--- src/rtl/bt_cmd_decoder.sv ---
// bt_cmd_decoder: receive-side parser for phone commands arriving over the
// Bluetooth UART link. It decodes frames of the form SYNC CMD LEN PAYLOAD CHK
// and drives the heart-rate cap and the remote light request.
// The optional ACK/NAK reply path is compiled in when BT_CMD_ACK_EN is defined.
module bt_cmd_decoder #(
    parameter logic [7:0] SYNC_BYTE      = 8'hAA,
    parameter int         MAX_LEN        = 8,
    parameter int         TIMEOUT_CYC    = 2500000,
    parameter logic [7:0] HEART_CAP_INIT = 8'd200
) (
    input  logic       clk,
    input  logic       rst_n,
    input  logic       received,
    input  logic [7:0] rx_byte,
    output logic [7:0] heart_cap,
    output logic [2:0] light_ctrl,
    output logic       cmd_strobe,
    output logic [7:0] cmd_code,
    output logic       frame_err,
    output logic [7:0] err_cnt,
    output logic       transmit,
    output logic [7:0] tx_byte,
    input  logic       is_transmitting
);

    localparam int         TW        = $clog2(TIMEOUT_CYC);
    localparam logic [TW-1:0] TMO_LAST = TW'(TIMEOUT_CYC - 1);
    localparam logic [7:0] MAX_LEN_B = 8'(MAX_LEN);

    typedef enum logic [2:0] {
        S_HUNT,
        S_CMD,
        S_LEN,
        S_PAYLOAD,
        S_CHK
    } state_t;

    state_t        state;
    logic [7:0]    cmd_r;
    logic [7:0]    sum;
    logic [3:0]    len_r;
    logic [3:0]    idx;
    // Only the first payload byte drives any register, so only it is kept.
    logic [7:0]    pay0;
    logic [TW-1:0] tmo_cnt;
    logic          chk_err;

    logic [7:0]    chk_sum;
    logic          len_bad;
    logic          chk_bad;
    logic          tmo_hit;
    logic          err_evt;

    // Error conditions for the current cycle; a received byte always beats a timeout.
    always_comb begin
        chk_sum = sum + rx_byte;
        len_bad = received && (state == S_LEN) && (rx_byte > MAX_LEN_B);
        chk_bad = received && (state == S_CHK) && (chk_sum != 8'd0);
        tmo_hit = !received && (state != S_HUNT) && (tmo_cnt == TMO_LAST);
        err_evt = len_bad || chk_bad || tmo_hit;
    end

    // Frame parser FSM with registered command outputs and error counter.
    always_ff @(posedge clk or negedge rst_n) begin
        if (!rst_n) begin
            state      <= S_HUNT;
            cmd_r      <= 8'd0;
            sum        <= 8'd0;
            len_r      <= 4'd0;
            idx        <= 4'd0;
            pay0       <= 8'd0;
            tmo_cnt    <= '0;
            chk_err    <= 1'b0;
            heart_cap  <= HEART_CAP_INIT;
            light_ctrl <= 3'd0;
            cmd_strobe <= 1'b0;
            cmd_code   <= 8'd0;
            frame_err  <= 1'b0;
            err_cnt    <= 8'd0;
        end else begin
            cmd_strobe <= 1'b0;
            frame_err  <= err_evt;
            chk_err    <= chk_bad;
            if (err_evt && err_cnt != 8'hFF)
                err_cnt <= err_cnt + 8'd1;

            if (received) begin
                tmo_cnt <= '0;
                case (state)
                    S_HUNT: begin
                        if (rx_byte == SYNC_BYTE)
                            state <= S_CMD;
                    end
                    S_CMD: begin
                        cmd_r <= rx_byte;
                        sum   <= rx_byte;
                        state <= S_LEN;
                    end
                    S_LEN: begin
                        if (len_bad) begin
                            state <= S_HUNT;
                        end else begin
                            sum   <= chk_sum;
                            len_r <= rx_byte[3:0];
                            idx   <= 4'd0;
                            state <= (rx_byte == 8'd0) ? S_CHK : S_PAYLOAD;
                        end
                    end
                    S_PAYLOAD: begin
                        if (idx == 4'd0)
                            pay0 <= rx_byte;
                        sum <= chk_sum;
                        idx <= idx + 4'd1;
                        if (idx + 4'd1 == len_r)
                            state <= S_CHK;
                    end
                    S_CHK: begin
                        state <= S_HUNT;
                        if (!chk_bad) begin
                            cmd_strobe <= 1'b1;
                            cmd_code   <= cmd_r;
                            if (cmd_r == 8'h01 && len_r == 4'd1)
                                heart_cap <= pay0;
                            if (cmd_r == 8'h02 && len_r == 4'd1)
                                light_ctrl <= pay0[2:0];
                        end
                    end
                    default: state <= S_HUNT;
                endcase
            end else if (state != S_HUNT) begin
                if (tmo_hit) begin
                    state   <= S_HUNT;
                    tmo_cnt <= '0;
                end else begin
                    tmo_cnt <= tmo_cnt + 1'b1;
                end
            end
        end
    end

`ifdef BT_CMD_ACK_EN
    localparam logic [7:0] ACK_BYTE = 8'h06;
    localparam logic [7:0] NAK_BYTE = 8'h15;

    logic       pend;
    logic [7:0] pend_byte;

    // One-entry reply queue: latest ACK/NAK wins, drained when the UART is idle.
    always_ff @(posedge clk or negedge rst_n) begin
        if (!rst_n) begin
            pend      <= 1'b0;
            pend_byte <= 8'd0;
            transmit  <= 1'b0;
            tx_byte   <= 8'd0;
        end else begin
            transmit <= 1'b0;
            if (pend && !is_transmitting) begin
                pend     <= 1'b0;
                transmit <= 1'b1;
                tx_byte  <= pend_byte;
            end
            if (cmd_strobe || chk_err) begin
                pend      <= 1'b1;
                pend_byte <= cmd_strobe ? ACK_BYTE : NAK_BYTE;
            end
        end
    end
`else
    logic unused_ack;
    assign unused_ack = ^{is_transmitting, chk_err};
    assign transmit   = 1'b0;
    assign tx_byte    = 8'd0;
`endif

endmodule

--- config.mk ---
export PLATFORM = sky130hd
export DESIGN_NAME = bt_cmd_decoder
export DESIGN_NICKNAME = d
export VERILOG_FILES = /design/src/rtl/bt_cmd_decoder.sv
export SDC_FILE = /design/constraint.sdc
export NUM_CORES = 1
export LEC_CHECK = 0
export ABC_CLOCK_PERIOD_IN_PS = 6100
export CAP_MARGIN = 10
export CORE_MARGIN = 2
export CORE_UTILIZATION = 51
export DETAILED_ROUTE_END_ITERATION = 12
export MAX_ROUTING_LAYER = met4
export PLACE_DENSITY = 0.74
export SLEW_MARGIN = 20
export SYNTH_ARGS = -nofsm -noshare
export SYNTH_HDL_FRONTEND = slang
export SYNTH_SLANG_ARGS = --single-unit
--- constraint.sdc ---
create_clock -name clk -period 6.1 [get_ports clk]
set_clock_uncertainty 0.2 [all_clocks]
set_input_delay 1.83 -clock clk [delete_from_list [all_inputs] [get_ports clk]]
set_output_delay 1.83 -clock clk [all_outputs]
set_load 0.01 [all_outputs]
==> results of run 1 <==
==> power groups by stage <==
stage / Clock [mW] / Sequential (mW) / Combinational (mW)
floorplan: 0 / 0.772 / 0.407
global placement: 0 / 0.787 / 0.516
detailed placement: 0 / 0.797 / 0.537
CTS: 0.523 / 0.788 / 0.543
global route: 0.548 / 0.806 / 0.607
finish: 0.509 / 0.789 / 0.542
==> cell usage after synthesis, types with 3 or more instances <==
cell       instances  share of area (%)
a21oi_1           10                1.2
and3_1             6               0.86
buf_4              9                1.6
clkbuf_1           7               0.60
dfrtp_1           83                 48
dfstp_2            3                1.8
ha_1              11                3.2
inv_1             11               0.95
mux2_2            40                 10
mux2i_1            5                1.2
nand2_1           38                3.3
nand3_1           13                1.5
nand4_1            9                1.3
nor2_1            34                2.9
nor2b_1            3               0.43
nor3_1             5               0.58
nor4_1             6               0.86
o2111ai_1          4               0.81
o21ai_0           37                4.3
o31ai_1            5               0.86
or3_1              5               0.72
or4_1              3               0.52
xnor2_1           13                2.6
xor2_1            14                2.8
==> state kept, by name (all words and copies together) (netlist names) <==
signal	cells
frame_err	1
len_r	4
idx	4
light_ctrl	3
cmd_code	8
sum	8
tmo_cnt	22
pay0	8
heart_cap	8
cmd_strobe	1
state	3
err_cnt	8
cmd_r	8
==> routing by layer <==
metal	part of all wire (%)	track usage [%]	vias up	wire [um]
li1	-	-	1520	-
met5	0	-	-	0
met3	3.6	4.39	13	308
met1	47	28.6	1564	4050
met4	1.5	5.87	0	132
met2	48	32.0	57	4180
==> worst max path at each step <==
stage	startpoint	endpoint	slack [ns]	cells after the start
finish	rx_byte[0]	light_ctrl[0]	0.96	10
global route	rx_byte[0]	light_ctrl[2]	0.76	10
CTS	rx_byte[0]	light_ctrl[0]	0.95	10
detailed placement	rx_byte[0]	light_ctrl[0]	0.58	10
global placement	rx_byte[0]	light_ctrl[2]	0.71	10
floorplan	rx_byte[0]	heart_cap[0]	1.57	9
==> worst min-delay path, cell delays in order, from the launching register on <==
cell	delay, ns
dfrtp_1	0.35
nand2_1	0.05
o21ai_0	0.06
==> cell usage in the layout (no fill, tap or decap), drive strengths merged, types with 6 or more instances in the layout <==
cell type      count
nor2              35
nand4              9
buf                7
o31ai              6
dfrtp             83
xnor2             13
nand3             13
and3               6
inv               11
a21oi             10
nand2             38
nor4               8
o21ai             37
xor2              14
conb               9
ha                11
mux2              40
clkdlybuf4s50     38
clkbuf            10
==> logic make-up after synthesis <==
group | share of synthesized area, %
flip-flops | 49.6
multiplexers | 11.5
XOR/XNOR | 5.44
other | 0.0862
AO/OA/AOI/OAI | 9.67
buffers and inverters | 3.42
AND/OR/NAND/NOR | 16.7
adder cells (fa/ha/maj) | 3.62
==> metrics by stage <==
step / setup slack, ns / cell area [um^2] / utilization [%]
floorplan: 1.57 / 4380 / -
global placement: 0.707 / 4840 / 58.6
detailed placement: 0.584 / 4840 / 58.6
CTS: 0.955 / 5100 / 61.7
global route: 0.758 / 5110 / 61.9
finish: 0.962 / 5110 / 61.9
==> layout make-up <==
type / instances / area, um^2
clock buffer: 10 / 128
clock inverter: 6 / 134
fill: 662 / 3150
inverter: 11 / 41.3
multi-input combinational: 299 / 2090
sequential: 86 / 2160
tap: 105 / 131
timing repair buffer: 45 / 437
==> metrics.md, run 1 <==
| Metric | Value |
|---|---|
| Status | `finished, final reports clean` |
| Gr ovfl total | `0` |
| Slew @ Worst Pin | `1.06 ns` |
| Cell count after synthesis | `407` |
| Reg2Reg Depth | `9` |
| Core box area | `0.00826 mm^2` |
| Clk Latency, worst-skew pair | `0.36 ns` |
| Sw frac | `32.4%` |
| Die ar. | `0.00928 mm^2` |
| Number of global-route vias before repair | `3063` |
| I/O Buffers | `39` |
| H-Tree Depth | `3` |
| Pwr dens | `360 mW/mm^2` |
| Vias per cell | `5.61` |
| CTS tree | `yes` |
| Clock buffer depth | `2` |
| P_sw | `0.596 mW` |
| Post-DP HPWL | `6100 um` |
| Final wirelength | `8670 um` |
| Die H | `96.3 um` |
| Hold Slack | `0.294 ns` |
| Startpoint types | `primary input` |
| Site Rows | `33` |
| Initial antenna violation count | `0` |
| Slowest stage delay, CP | `0.55 ns` |
| Relative slew slack | `28.9%` |
| Setup Fix Bufs, Post-CTS | `0` |
| CP max FO | `7` |
| Starting DRC count in detailed routing | `242` |
| CP Cell Sequence | `clkdlybuf4s50_1 -> ha_1 -> fa_1 -> a211oi_1 -> o21bai_1 -> a21oi_1 -> xor2_1 -> nand4b_2 -> nor4b_2 -> mux2_2` |
| Top FF cell, synth | `dfrtp_1` |
| Worst Hold Class | `register to register` |
| Combinational fraction of design power | `29.4%` |
| Distinct cell type count after synthesis | `49` |
| Tot Pwr | `1.84 mW` |
| Data arrival, critical path | `5.18 ns` |
| Root Driver | `clkbuf_8` |
| FMAX | `195 MHz` |
| First-pass GRT wire length | `14500 um` |
| Worst path required time | `6.15 ns` |
| GR Util All Layers | `20.9%` |
| Initial Util | `52.7%` |
| Async S/R FF share, synth | `100%` |
| Post-synth EDFFs | `0` |
| Reg2reg setup slack | `2.68 ns` |
| Final nets | `476` |
| Sink Count | `86` |
| Share of cells above drive strength 1 | `16.8%` |
| Internal power | `1.24 mW` |
| Final hold vios | `0` |
| Inserted Clock Buffers | `9` |
| Crit end category | `register` |
| Aggregate negative setup slack | `0 ns` |
| Crit path max-delay family | `simple AND/OR/NAND/NOR gates` |
| Final setup viols | `0` |
| Final max-slew violation count | `0` |
| Wire length per cell | `15.4 um` |
| Final ANT Viol Nets | `0` |
| Die X | `96.3 um` |
| Finished Layout Cells | `562` |
| Hold buffers post-CTS | `0` |
| N_diodes | `0` |
| Post_cts resized | `0` |
| Residual DRC | `0` |
| Reg-to-Reg End | `light_ctrl[0]` |
| Area grow syn2layout | `17.5%` |
| HP Start | `sum[4]` |
| VDD IR-drop max | `253 uV` |
| Endpoint, Worst Hold | `sum[4]` |
| WP buf/inv | `1` |
| Clock share of power | `27.7%` |
| Worst Hold Depth | `2` |
| RSZ-0062 raised after global routing | `no` |
| Minimum clock period | `5.14 ns` |
| Syn Area/Cell | `10.7 um^2` |
| First drt pass iteration count | `4` |
| Reg2reg start | `sum[0]` |
| Crit path kind | `primary input to register` |
| Largest net degree at the start of global routing | `87` |
| Max-cap violations | `0` |
| Clk slew on worst S/H paths | `0.09 ns` |
| Vias | `3154` |
| Global placement routability congestion | `0.885` |
| Part of the power in registers | `42.9%` |
| Seq/Total Area, Yosys | `49.6%` |
| Final period util | `84.2%` |
| Static leakage | `2.24 nW` |
| I/O Pins | `50` |
| Synthesis-stage register bit count | `86` |
| Synth warn | `0` |
| Crit-path slowest cell | `clkdlybuf4s50_1` |
| # placed instances | `546` |
| Mapped cell area | `0.00435 mm^2` |
No activity file was read; power rests on OpenSTA's default activity.
==> inputs of run 2 (changes only) <==
Settings changed: ABC_CLOCK_PERIOD_IN_PS 6100 to 4600, PLACE_DENSITY 0.74 to 0.77.
Clock period 6.1 ns to 4.6 ns, I/O delays scaled along.
==> run 2 against run 1 <==
- final area is 1.5% higher
- first-iteration DRC count grew 9.5%
- register-to-register slack worse by 1.3 ns
- flip-flop and latch count is the same
- global-route usage is 1.1 points higher
- setup slack lost 0.71 ns
- sequential share of layout area down 0.64 points
- critical path type unchanged
- critical endpoint is now heart_cap[4]
- highest routed layer unchanged
==> metrics.md, run 2 (synthesized netlist as in run 1, its figures left out) <==
| Metric | Value |
|---|---|
| Status | `finished, final reports clean (unchanged)` |
| Max reg flops | `22 (unchanged)` |
| Relative slew slack | `49.6% (was 28.9%)` |
| Root Driver | `clkbuf_8 (unchanged)` |
| Number of global-route vias before repair | `3295 (was 3063)` |
| Final nets | `492 (was 476)` |
| Hold Slack | `0.300 ns (was 0.294 ns)` |
| Data arrival, critical path | `4.38 ns (was 5.18 ns)` |
| Starting DRC count in detailed routing | `265 (was 242)` |
| Reg2reg setup slack | `1.38 ns (was 2.68 ns)` |
| Internal power | `1.60 mW (was 1.24 mW)` |
| Largest net degree at the start of global routing | `87 (unchanged)` |
| Setup Fix Bufs, Post-CTS | `0 (unchanged)` |
| Clock share of power | `24.8% (was 27.7%)` |
| Inserted Clock Buffers | `9 (unchanged)` |
| Worst Hold Class | `register to register (unchanged)` |
| H-Tree Depth | `3 (unchanged)` |
| Max-cap violations | `0 (unchanged)` |
| CTS tree | `yes (unchanged)` |
| I/O Pins | `50 (unchanged)` |
| Site Rows | `33 (unchanged)` |
| Vias | `3268 (was 3154)` |
| N_diodes | `0 (unchanged)` |
| Multi-input logic area | `0.00207 mm^2 (was 0.00209 mm^2)` |
| Biggest register | `tmo_cnt (unchanged)` |
| Crit-path slowest cell | `clkdlybuf4s50_1 (unchanged)` |
| Slowest stage delay, CP | `0.45 ns (was 0.55 ns)` |
| Die X | `96.3 um (unchanged)` |
| Final wirelength | `9050 um (was 8670 um)` |
| Wire length per cell | `15.7 um (was 15.4 um)` |
| Clk Latency, worst-skew pair | `0.35 ns (was 0.36 ns)` |
| FMAX | `230 MHz` |
| Sink Count | `86 (unchanged)` |
| Slew @ Worst Pin | `0.756 ns (was 1.06 ns)` |
| Crit end category | `register (unchanged)` |
| I/O Buffers | `39 (unchanged)` |
| Global placement routability congestion | `0.930 (was 0.885)` |
| FF/Latch Area | `0.00216 mm^2 (unchanged)` |
| Final hold vios | `0 (unchanged)` |
| Hold buffers post-CTS | `0 (unchanged)` |
| Pwr dens | `465 mW/mm^2 (was 360 mW/mm^2)` |
| Core box area | `0.00826 mm^2 (unchanged)` |
| HP Start | `err_cnt[5] (was sum[4])` |
| CP Cell Sequence | `clkdlybuf4s50_1 -> ha_1 -> fa_1 -> a211oi_1 -> o21bai_1 -> a21oi_1 -> xor2_1 -> nand4b_2 -> nor4_4 -> buf_4 -> mux2_2 (was clkdlybuf4s50_1 -> ha_1 -> fa_1 -> a211oi_1 -> o21bai_1 -> a21oi_1 -> xor2_1 -> nand4b_2 -> nor4b_2 -> mux2_2)` |
| Die ar. | `0.00928 mm^2 (unchanged)` |
| Part of the power in registers | `43.3% (was 42.9%)` |
| Residual DRC | `0 (unchanged)` |
| Die H | `96.3 um (unchanged)` |
| PnR worst setup slack | `0.250 ns (was 0.962 ns)` |
| Minimum clock period | `4.35 ns` |
| CP max FO | `8 (was 7)` |
| Combinational fraction of design power | `32.0% (was 29.4%)` |
| First drt pass iteration count | `4 (unchanged)` |
| Initial Util | `52.7% (unchanged)` |
| RSZ-0062 raised after global routing | `no (unchanged)` |
| Post-Layout Inst Area | `0.00519 mm^2 (was 0.00511 mm^2)` |
| Fillers | `660 (was 662)` |
| Placed inst area | `0.00496 mm^2 (was 0.00484 mm^2)` |
| First-pass GRT wire length | `15300 um (was 14500 um)` |
| Share of cells above drive strength 1 | `19.5% (was 16.8%)` |
| Area grow syn2layout | `19.4% (was 17.5%)` |
| Post-DP HPWL | `6520 um (was 6100 um)` |
| Tot Pwr | `2.41 mW (was 1.84 mW)` |
| Dpl ws | `-0.0754 ns (was 0.584 ns)` |
| Static leakage | `2.30 nW (was 2.24 nW)` |
| Crit. Startpoint | `rx_byte[0] (unchanged)` |
| Final setup viols | `0 (unchanged)` |
| VDD IR-drop max | `303 uV (was 253 uV)` |
| P_sw | `0.817 mW (was 0.596 mW)` |
| Final max-slew violation count | `0 (unchanged)` |
| GR Util All Layers | `22.0% (was 20.9%)` |
| Clock buffer depth | `2 (unchanged)` |
| Initial antenna violation count | `0 (unchanged)` |
| Worst path required time | `4.63 ns (was 6.15 ns)` |
| Most common cell after layout, fill and taps aside | `dfrtp_1 (unchanged)` |
| Final period util | `94.6%` |
| Sw frac | `33.9% (was 32.4%)` |
| Post_cts resized | `0 (unchanged)` |
| Gr ovfl total | `0 (unchanged)` |
| Vias per cell | `5.65 (was 5.61)` |
| Crit path kind | `primary input to register (unchanged)` |
| Most frequent cells in the layout | `dfrtp_1 (83), mux2_2 (40), nand2_1 (38), clkdlybuf4s50_1 (38), o21ai_0 (37) (unchanged)` |
| Final ANT Viol Nets | `0 (unchanged)` |
| Startpoint types | `primary input (unchanged)` |
| Reg2reg start | `sum[0] (unchanged)` |
| Clk slew on worst S/H paths | `0.08 ns (was 0.09 ns)` |
run 2: critical path: cells and delay by family:
family / cells / cell delay [ns]
simple gates: 2 / 0.51
buf+inv: 2 / 0.66
xor+xnor: 1 / 0.24
compound gates: 3 / 0.60
mux: 1 / 0.34
fa+ha+maj: 2 / 0.65
run 2: per-stage QoR:
step,TNS (ns),cells,utilization [%]
after CTS,0,578,62.8
final,0,578,62.9
after floorplan,0,415,-
after global placement,-0.507,562,60.0
after detailed placement,-0.630,562,60.0
after global routing,0,578,62.9
run 2: power groups by stage:
stage | Clock, mW | Sequential [mW] | Combinational [mW]
finish | 0.597 | 1.04 | 0.772
global route | 0.639 | 1.06 | 0.861
CTS | 0.607 | 1.04 | 0.773
detailed placement | 0 | 1.06 | 0.765
global placement | 0 | 1.05 | 0.730
floorplan | 0 | 1.02 | 0.540
run 2: layout make-up:
type	instances	share of cell area, %
inverter	11	0.795
clock buffer	10	2.65
multi-input combinational	299	40.0
sequential	86	41.5
timing repair buffer	61	10.7
tap	105	2.53
clock inverter	6	1.81
run 2: routing by layer:
layer / GRT usage, % / vias to the layer above / part of all wire (%)
met2: 35.0 / 91 / 49
met3: 2.98 / 16 / 5.5
met5: - / - / 0
met4: 8.69 / 0 / 2.1
li1: - / 1560 / -
met1: 28.8 / 1601 / 43
run 2: final timing paths:
kind                                 to  cells past startpoint
setup / recovery           heart_cap[4]                     11
hold / removal               err_cnt[5]                      1
setup reg to reg           heart_cap[4]                     10
hold reg to reg              err_cnt[5]                      1
max in group asynchronous        idx[3]                      1
min in group asynchronous    err_cnt[2]                      1
==> inputs of run 3 (changes only) <==
Settings changed: SLEW_MARGIN 20 to unset.
==> run 3 against run 2 <==
- combinational power is essentially flat
- critical path depth is the same
- setup slack is essentially flat
- final cell count is the same
- fmax is essentially flat
- wire length is essentially flat
- flip-flop and latch count is the same
- via count is the same
- sequential share of layout area is essentially flat
- global-route usage is the same
- critical endpoint unchanged
- largest cell class unchanged
==> metrics.md, run 3 (synthesized netlist as in run 1, its figures left out) <==
| Metric | Value |
|---|---|
| Setup Fix Bufs, Post-CTS | `0 (unchanged)` |
| First-pass GRT wire length | `15300 um (unchanged)` |
| First drt pass iteration count | `4 (unchanged)` |
| Area grow syn2layout | `19.3% (was 19.4%)` |
| Worst Hold Class | `register to register (unchanged)` |
| Final Core Density | `62.8% (was 62.9%)` |
| Gr ovfl total | `0 (unchanged)` |
| Reg2reg start | `sum[0] (unchanged)` |
| Startpoint types | `primary input (unchanged)` |
| Inserted Clock Buffers | `9 (unchanged)` |
| Relative slew slack | `29.9% (was 49.6%)` |
| Crit path max-delay family | `buffers and inverters (unchanged)` |
| Final hold vios | `0 (unchanged)` |
| GR Util met2 | `35.0% (unchanged)` |
| Max-cap violations | `0 (unchanged)` |
| Reg-to-Reg End | `heart_cap[4] (unchanged)` |
| Static leakage | `2.30 nW (about the same)` |
| Status | `finished, final reports clean (unchanged)` |
| VDD IR-drop max | `303 uV (about the same)` |
| WP buf/inv | `2 (unchanged)` |
| Final period util | `94.6% (about the same)` |
| Final max-slew violation count | `0 (unchanged)` |
| Core box area | `0.00826 mm^2 (unchanged)` |
| Largest net degree at the start of global routing | `87 (unchanged)` |
| N_diodes | `0 (unchanged)` |
| Clock buffer depth | `2 (unchanged)` |
| Clk slew on worst S/H paths | `0.08 ns (about the same)` |
| Reg2Reg Depth | `10 (unchanged)` |
| Final nets | `492 (unchanged)` |
| Post-Layout Inst Area | `0.00519 mm^2 (about the same)` |
| Biggest register | `tmo_cnt (unchanged)` |
| Global placement routability congestion | `0.930 (unchanged)` |
| Post_cts resized | `0 (unchanged)` |
| Number of global-route vias before repair | `3295 (unchanged)` |
| Post-DP HPWL | `6520 um (unchanged)` |
| Hold Slack | `0.300 ns (unchanged)` |
| Hold buffers post-CTS | `0 (unchanged)` |
| Die H | `96.3 um (unchanged)` |
| Max reg flops | `22 (unchanged)` |
| Final setup viols | `0 (unchanged)` |
| Die ar. | `0.00928 mm^2 (unchanged)` |
| Residual DRC | `0 (unchanged)` |
| Placed inst area | `0.00496 mm^2 (unchanged)` |
| Slew @ Worst Pin | `1.05 ns (was 0.756 ns)` |
| Worst Hold Depth | `1 (unchanged)` |
| HP Start | `err_cnt[5] (unchanged)` |
| Wire length per cell | `15.7 um (about the same)` |
| Minimum clock period | `4.35 ns (about the same)` |
| Initial Util | `52.7% (unchanged)` |
| Root Driver | `clkbuf_8 (unchanged)` |
| GR Util All Layers | `22.0% (unchanged)` |
| RSZ-0062 raised after global routing | `no (unchanged)` |
| H-Tree Depth | `3 (unchanged)` |
| Aggregate negative setup slack | `0 ns (unchanged)` |
| CTS tree | `yes (unchanged)` |
| I/O Pins | `50 (unchanged)` |
| Starting DRC count in detailed routing | `265 (unchanged)` |
| Sink Count | `86 (unchanged)` |
| Crit end category | `register (unchanged)` |
| Worst path required time | `4.63 ns (about the same)` |
| Final ANT Viol Nets | `0 (unchanged)` |
| FMAX | `230 MHz (about the same)` |
| Crit path kind | `primary input to register (unchanged)` |
| GR Util met1 | `28.8% (unchanged)` |
| Clk Latency, worst-skew pair | `0.35 ns (about the same)` |
| Tot Pwr | `2.41 mW (about the same)` |
| Endpoint, Worst Hold | `err_cnt[5] (unchanged)` |
| Final wirelength | `9050 um (about the same)` |
| Share of cells above drive strength 1 | `19.5% (unchanged)` |
| Vias per cell | `5.65 (unchanged)` |
| I/O Buffers | `39 (unchanged)` |
| Pwr dens | `465 mW/mm^2 (about the same)` |
| CP Cell Sequence | `clkdlybuf4s50_1 -> ha_1 -> fa_1 -> a211oi_1 -> o21bai_1 -> a21oi_1 -> xor2_1 -> nand4b_2 -> nor4_4 -> buf_4 -> mux2_2 (unchanged)` |
| CP max FO | `8 (unchanged)` |
| Crit-path slowest cell | `clkdlybuf4s50_1 (unchanged)` |
| M3 GR Usage | `2.98% (unchanged)` |
| Site Rows | `33 (unchanged)` |
| Initial antenna violation count | `0 (unchanged)` |
| Slowest stage delay, CP | `0.45 ns (about the same)` |
| Most frequent cells in the layout | `dfrtp_1 (83), mux2_2 (40), nand2_1 (38), clkdlybuf4s50_1 (38), o21ai_0 (37) (unchanged)` |
| Most common cell after layout, fill and taps aside | `dfrtp_1 (unchanged)` |
| Grt peak-use layer | `met2 (unchanged)` |
| Reg2reg setup slack | `1.38 ns (about the same)` |
| Data arrival, critical path | `4.38 ns (about the same)` |
| Vias | `3268 (unchanged)` |
| Die X | `96.3 um (unchanged)` |
-- run 3: cell count changes in the layout (fill, tap and decap cells not counted) --
cell	before	now
buf_4	22	23
buf_6	1	0
-- run 3: how the worst max path moves through the flow --
| stage | start | end | slack [ns] | cells after the start |
|---|---|---|---|---|
| after floorplan | rx_byte[0] | heart_cap[0] | 0.52 | 9 |
| after global placement | rx_byte[0] | heart_cap[2] | -0.06 | 11 |
| after detailed placement | rx_byte[0] | light_ctrl[2] | -0.08 | 11 |
| after CTS | rx_byte[0] | light_ctrl[2] | 0.27 | 11 |
| after global routing | rx_byte[0] | err_cnt[1] | 0.04 | 11 |
| final | rx_byte[0] | heart_cap[4] | 0.25 | 11 |
-- run 3: worst register-to-register path, stage by stage, from the launching register on --
cell and delay (ns):
dfrtp_1 0.39, ha_1 0.21, fa_1 0.40, a211oi_1 0.28
o21bai_1 0.13, a21oi_1 0.19, xor2_1 0.24, nand4b_2 0.24
nor4_4 0.27, buf_4 0.21, mux2_2 0.34
-- run 3: power by group --
| group | switching [mW] | internal [mW] | total (mW) |
|---|---|---|---|
| clock | 0.273 | 0.324 | 0.597 |
| sequential | 0.136 | 0.909 | 1.04 |
| combinational | 0.409 | 0.363 | 0.772 |
-- run 3: metal layers --
layer / wire, um / vias up
li1: - / 1560
met1: 3920 / 1601
met2: 4430 / 91
met3: 501 / 16
met4: 189 / 0
met5: 0 / -
-- run 3: per-stage QoR --
step | worst slack, ns | std cells
after floorplan | 0.517 | 415
after global routing | 0.0417 | 578
after detailed placement | -0.0754 | 562
final | 0.250 | 578
after global placement | -0.0587 | 562
after CTS | 0.272 | 578
-- run 3: cell type report --
type | count | area, um^2
Clock buffer | 10 | 138
Clock inverter | 6 | 93.8
Fill cell | 659 | 3070
Inverter | 11 | 41.3
Multi-Input combinational cell | 299 | 2070
Sequential cell | 86 | 2160
Tap cell | 105 | 131
Timing Repair Buffer | 61 | 553
==> edit 1 (config.mk and constraints of run 3) <==
Re-encode `state_t` (5 states) as one-hot, 5 bits wide.
--- a/src/rtl/bt_cmd_decoder.sv
+++ b/src/rtl/bt_cmd_decoder.sv
@@ -28,10 +28,10 @@
     localparam logic [7:0] MAX_LEN_B = 8'(MAX_LEN);
 
-    typedef enum logic [2:0] {
-        S_HUNT,
-        S_CMD,
-        S_LEN,
-        S_PAYLOAD,
-        S_CHK
+    typedef enum logic [4:0] {
+        S_HUNT    = 5'b00001,
+        S_CMD     = 5'b00010,
+        S_LEN     = 5'b00100,
+        S_PAYLOAD = 5'b01000,
+        S_CHK     = 5'b10000
     } state_t;
 
Formal check against the unedited RTL: same outputs for any inputs over 4 cycles, from zero or initial values and one cycle with rst_n low; so few cycles prove little.
==> edit 1 against run 3 <==
Sequential cell count rose by 2. Area after synthesis rose by 7.0%. Power shrank 16%. Combinational power fell by 28%. Setup slack got worse by 120 ps. Non-clock buffer count decreased by 2. Wire length increased by 4.6%. Synthesized cell count is 9.1% higher. Via count is 7.4% higher. Largest power group unchanged. Register-to-register slack got worse by 140 ps. Count of clock-buffer cells in the layout shrank 1. Critical endpoint is now heart_cap[5]$_DFFE_PN0P_. Global-route usage fell by 0.71 points. Final area increased by 4.7%.
==> edit 1: results (changes against run 3) <==
status=complete, no violations; syn avg cell area=10.48 sq um (-1.9%); Port Buffers=39 (unchanged); CTS Buffer Depth=2 (unchanged); clk cell area share=0.03732 (-0.007303); Tmin final=4471 ps (+121.5 ps); slew margin rel.=0.2698 (-0.02906); Unique masters post-synth=61 (+24%); multi-input logic portion of the cell area=0.4234 (+0.02350); Synth top cells by count=dfrtp_1, nand2_1, nor2_1, mux2_2, xor2_1; ANT cells=0 (unchanged); post-place setup slack=-255.2 ps (-179.8 ps); row cnt=34 (+3.0%); Multi-In Gates=327 (+9.4%); Root Buffer=clkbuf_8; gpl congestion=0.8621 (-7.3%); dominant synthesized flop cell=dfrtp_1; Post-synth ARST share=1.000 (unchanged); Pleak=2.472 nW (+7.5%); Crit-path slowest cell=or4_1; Clk power=0.554 mW (-7.2%); Signal inverters=13 (+2); bufs w/o clock=59 (-3.3%); share of layout cells above drive strength 1=0.1750 (-0.01955); Synth warnings=0 (unchanged); total power=2.036 mW (-16%); first-pass GRT wire length=16550 um (+7.9%); clk_buf instances=9 (-1); gr usage total=0.2130 (-0.007119); peak supply drop=171.1 uV (-44%); # H-tree levels=3 (unchanged); largest net degree at the start of global routing=89 (+2.3%); Post-Layout Inst Area=5431 sq um (+4.7%); final wirelength=9463 um (+4.6%); fill cell total of the finished layout=710 (+7.7%); vias per inst=5.746 (+1.6%); initial antenna violation count=0 (unchanged); hpwl dp=6679 um (+2.5%); switch share=0.3315 (-0.007190); Critical Path AT=4530 ps (+150 ps); HP Class=reg -> reg; nets@finish=522 (+6.1%); Placed Instance Area=5218 sq um (+5.3%); routed length per instance=15.49 um (-1.0%); total placed cells including tap cells=594 (+5.7%); Reg area=2207 sq um (+2.4%); Synth Register Bits=88 (+2.3%); clk slew on worst S/H paths=90 ps; Comb power frac=0.273 (-0.047); clk_lat worst skew=370 ps (+20 ps); share of the yosys chip area belonging to registers=0.4742 (-0.02149); CP max stage delay=510 ps (+60 ps); Biggest register=tmo_cnt; synth top area cells=dfrtp_1, mux2_2, nand2_1; starting DRC count in detailed routing=173 (-35%); non-clk buf share=0.09906 (-0.007553); crit path max fanout=8 (unchanged)
## edit 1: cell types whose count changed after synthesis, sizes merged, moves of 5 or more
cell / delta
nor2: +5
a21oi: +7
o21ai: -21
nand2: +9
or3: +5
mux2i: -5
## edit 1: metal layers
layer	vias up	wire length [um]	GRT usage	share of wire
met3	14	430	0.04076	0.045
met5	-	0	-	0
li1	1667	-	-	-
met1	1731	4467	0.2839	0.47
met4	0	131	0.06849	0.014
met2	99	4433	0.3316	0.47
## edit 1: worst paths after layout
check / from / slack (ps) / depth (start not counted) / to
worst min-delay path: cmd_code[0]$_DFFE_PN0P_ / 310 / 2 / cmd_code[0]$_DFFE_PN0P_
worst min register to register: cmd_code[0]$_DFFE_PN0P_ / 310 / 2 / cmd_code[0]$_DFFE_PN0P_
worst max register to register: sum[0]$_DFFE_PN0P_ / 1240 / 10 / heart_cap[5]$_DFFE_PN0P_
max in group asynchronous: rst_n / 2480 / 1 / state[3]$_DFFE_PN0P_
worst max-delay path: rx_byte[0] / 130 / 11 / heart_cap[5]$_DFFE_PN0P_
min in group asynchronous: rst_n / 1000 / 1 / heart_cap[0]$_DFFE_PN0P_
## edit 1: worst max-delay path: cells and delay by family
family / cells / cell delay [ps]
AOI/OAI and AO/OA: 3 / 610
adders and majority gates: 2 / 680
buffers and inverters: 2 / 650
muxes: 1 / 310
and+or+nand+nor: 3 / 890
## edit 1: logic make-up after synthesis
family / Yosys count / synth area share
simple gates: 170 / 0.1941
other cells: 1 / 0.0008057
compound gates: 65 / 0.09436
mux: 44 / 0.1129
flops: 88 / 0.4742
xor+xnor: 27 / 0.05081
buf+inv: 37 / 0.03898
fa+ha+maj: 12 / 0.03387
## edit 1: timing repair
action	4_1_cts	5_1_grt
buffers inserted	0	1
gates resized for setup	0	1
setup endpoints to repair	0	5
==> edit 2 (config.mk and constraints of run 3) <==
Made on the original files. Set the parameter `MAX_LEN` to 4 (it was 8).
--- a/src/rtl/bt_cmd_decoder.sv
+++ b/src/rtl/bt_cmd_decoder.sv
@@ -5,5 +5,5 @@
 module bt_cmd_decoder #(
     parameter logic [7:0] SYNC_BYTE      = 8'hAA,
-    parameter int         MAX_LEN        = 8,
+    parameter int         MAX_LEN        = 4,
     parameter int         TIMEOUT_CYC    = 2500000,
     parameter logic [7:0] HEART_CAP_INIT = 8'd200
Behaviour: not the same (a bounded check fails within 4 cycles, from zero or initial values and one cycle with rst_n low).
==> edit 2 against run 3 <==
Hold slack worse by 8.9 ps. Sequential cell count unchanged. Non-clock buffer count up 3. Clock power down 18%. Power down 0.34%. Setup slack worse by 48 ps. Critical path depth up 1. Final area up 0.34%. Synthesized cell count up 0.25%. Global-route usage down 1.6 points. Area after synthesis up 0.89%. Wire length down 3.3%. Critical endpoint is now heart_cap[0]$_DFFE_PN0P_.
==> edit 2: results (changes against run 3) <==
status=complete, no violations; routed length per instance=15.02 um (-4.0%); clk slew on worst S/H paths=90 ps; worst-case reg-to-reg path depth=11 (+1); first-pass GRT wire length=15290 um (-0.31%); WHS Path Cells=2 (+1); syn avg cell area=10.75 sq um (+0.64%); met3 Use GR=0.03468 (+0.004925); Post-synth ARST share=1.000 (unchanged); total placed cells including tap cells=566 (+0.71%); flop-to-flop setup slack=1340 ps (-40 ps); slew margin rel.=0.2858 (-0.01307); Unique masters post-synth=53 (+8.2%); Pleak=2.326 nW (+1.2%); Num CTS Buffers=9 (unchanged); Port Buffers=39 (unchanged); max FFs per register=22 (unchanged); CTS Buffer Depth=2 (unchanged); Synth warnings=0 (unchanged); synth top area cells=dfrtp_1, mux2_2, nand2_1; ANT cells=0 (unchanged); HP Class=reg -> reg; DR pass1 iterations=4 (unchanged); Hold Path Sink=sum[3]$_DFFE_PN0P_; GRT met2 Usage=0.3125 (-0.03704); nets@finish=496 (+0.81%); Root Buffer=clkbuf_8; met2 wire len=4186 um (-5.5%); grt met1 use=0.2725 (-0.01569); share of layout cells above drive strength 1=0.2055 (+0.01095); final wirelength=8744 um (-3.3%); share of the yosys chip area belonging to registers=0.4913 (-0.004382); Biggest register=tmo_cnt; Top Metal Used=met4; Critical Path AT=4450 ps (+70 ps); met3 wire len=439 um (-12%); vias=3225 (-1.3%); # H-tree levels=3 (unchanged); worst r2r dst=heart_cap[0]$_DFFE_PN0P_; gr usage total=0.2038 (-0.01639); hpwl dp=6323 um (-3.0%); Synth top cells by count=dfrtp_1, nand2_1, mux2_2, nor2_1, o21ai_0; initial antenna violation count=0 (unchanged); gpl congestion=0.8428 (-9.4%); vias in the first global route=3275 (-0.61%); clk_lat worst skew=360 ps; crit path max fanout=8 (unchanged); peak supply drop=300.9 uV (-0.76%); largest net degree at the start of global routing=87 (unchanged); starting DRC count in detailed routing=154 (-42%); met1 wire length=3970 um (+1.2%); reg2reg start=sum[0]$_DFFE_PN0P_; hold wc startpoint=sum[3]$_DFFE_PN0P_
## edit 2: changes by cell type after synthesis, moves of 3 or more
| cell | change |
|---|---|
| a22o_1 | +3 |
| or4_1 | -3 |
| o31ai_1 | -3 |
| and2_1 | +5 |
| nand4_1 | -3 |
| o21ai_0 | -8 |
| mux2_4 | +3 |
| a21oi_1 | -4 |
| clkbuf_1 | +3 |
| nand2_1 | +4 |
| nor2_1 | -3 |
| nand2b_1 | +4 |
## edit 2: cell families (layout without fill, tap and decap cells)
kind of cell	after synthesis	in the layout	synth area share
AOI/OAI and AO/OA	62	62	0.09153
xor gates and xnor gates	27	27	0.05389
adders and majority gates	12	12	0.03593
buffers and inverters	28	89	0.03165
DFF	86	86	0.4913
muxes	47	47	0.1218
other	1	9	0.0008546
and+or+nand+nor	145	145	0.1731
## edit 2: power by group
group / internal (mW) / switching (mW)
registers: 0.920 / 0.152
logic: 0.422 / 0.420
clock network: 0.203 / 0.289
total: 1.54 / 0.861
## edit 2: per-stage QoR
step / setup slack (ps) / area (sq um) / hold WS (ps) / setup TNS (ps)
2_1_floorplan: 461.1 / 4418 / 253.8 / 0
3_3_place_gp: -127.2 / 5020 / 262.4 / -1194
3_5_place_dp: -212.1 / 5020 / 273.7 / -2194
4_1_cts: 172.9 / 5200 / 295.5 / 0
5_1_grt: 0.3877 / 5205 / 334.3 / 0
6_report: 202.1 / 5205 / 291.3 / 0
## edit 2: final cells by class
class	instances	area (sq um)
Sequential cell	86	2156
Clock inverter	7	56.30
Clock buffer	9	123.9
Fill cell	679	3053
Multi-Input combinational cell	302	2128
Tap cell	105	131.4
Timing Repair Buffer	64	575.6
Inverter	9	33.78
## edit 2: timing repair
action | in CTS | in global routing
setup endpoints to repair | 0 | 11
buffers inserted | 0 | 0
gates resized for setup | 0 | 1
## edit 2: worst max path at each step
| stage | startpoint | to | slack, ps |
|---|---|---|---|
| after global placement | rx_byte[0] | heart_cap[4]$_DFFE_PN0P_ | -130 |
| after detailed placement | rx_byte[0] | heart_cap[4]$_DFFE_PN0P_ | -210 |
| after floorplan | rx_byte[0] | light_ctrl[0]$_DFFE_PN0P_ | 460 |
| after CTS | rx_byte[0] | heart_cap[4]$_DFFE_PN0P_ | 170 |
| after global routing | rx_byte[0] | heart_cap[4]$_DFFE_PN0P_ | 0.4 |
| final | rx_byte[0] | heart_cap[0]$_DFFE_PN0P_ | 200 |
## edit 2: worst max-delay path, cell delays in order
cell             delay [ps]
clkdlybuf4s50_1         460
ha_1                    260
fa_1                    400
buf_4                   150
xnor2_1                 190
nand2_1                  90
nor4_2                  330
nand4b_1                220
buf_4                   200
nor4_4                  190
buf_4                   210
mux2_2                  340
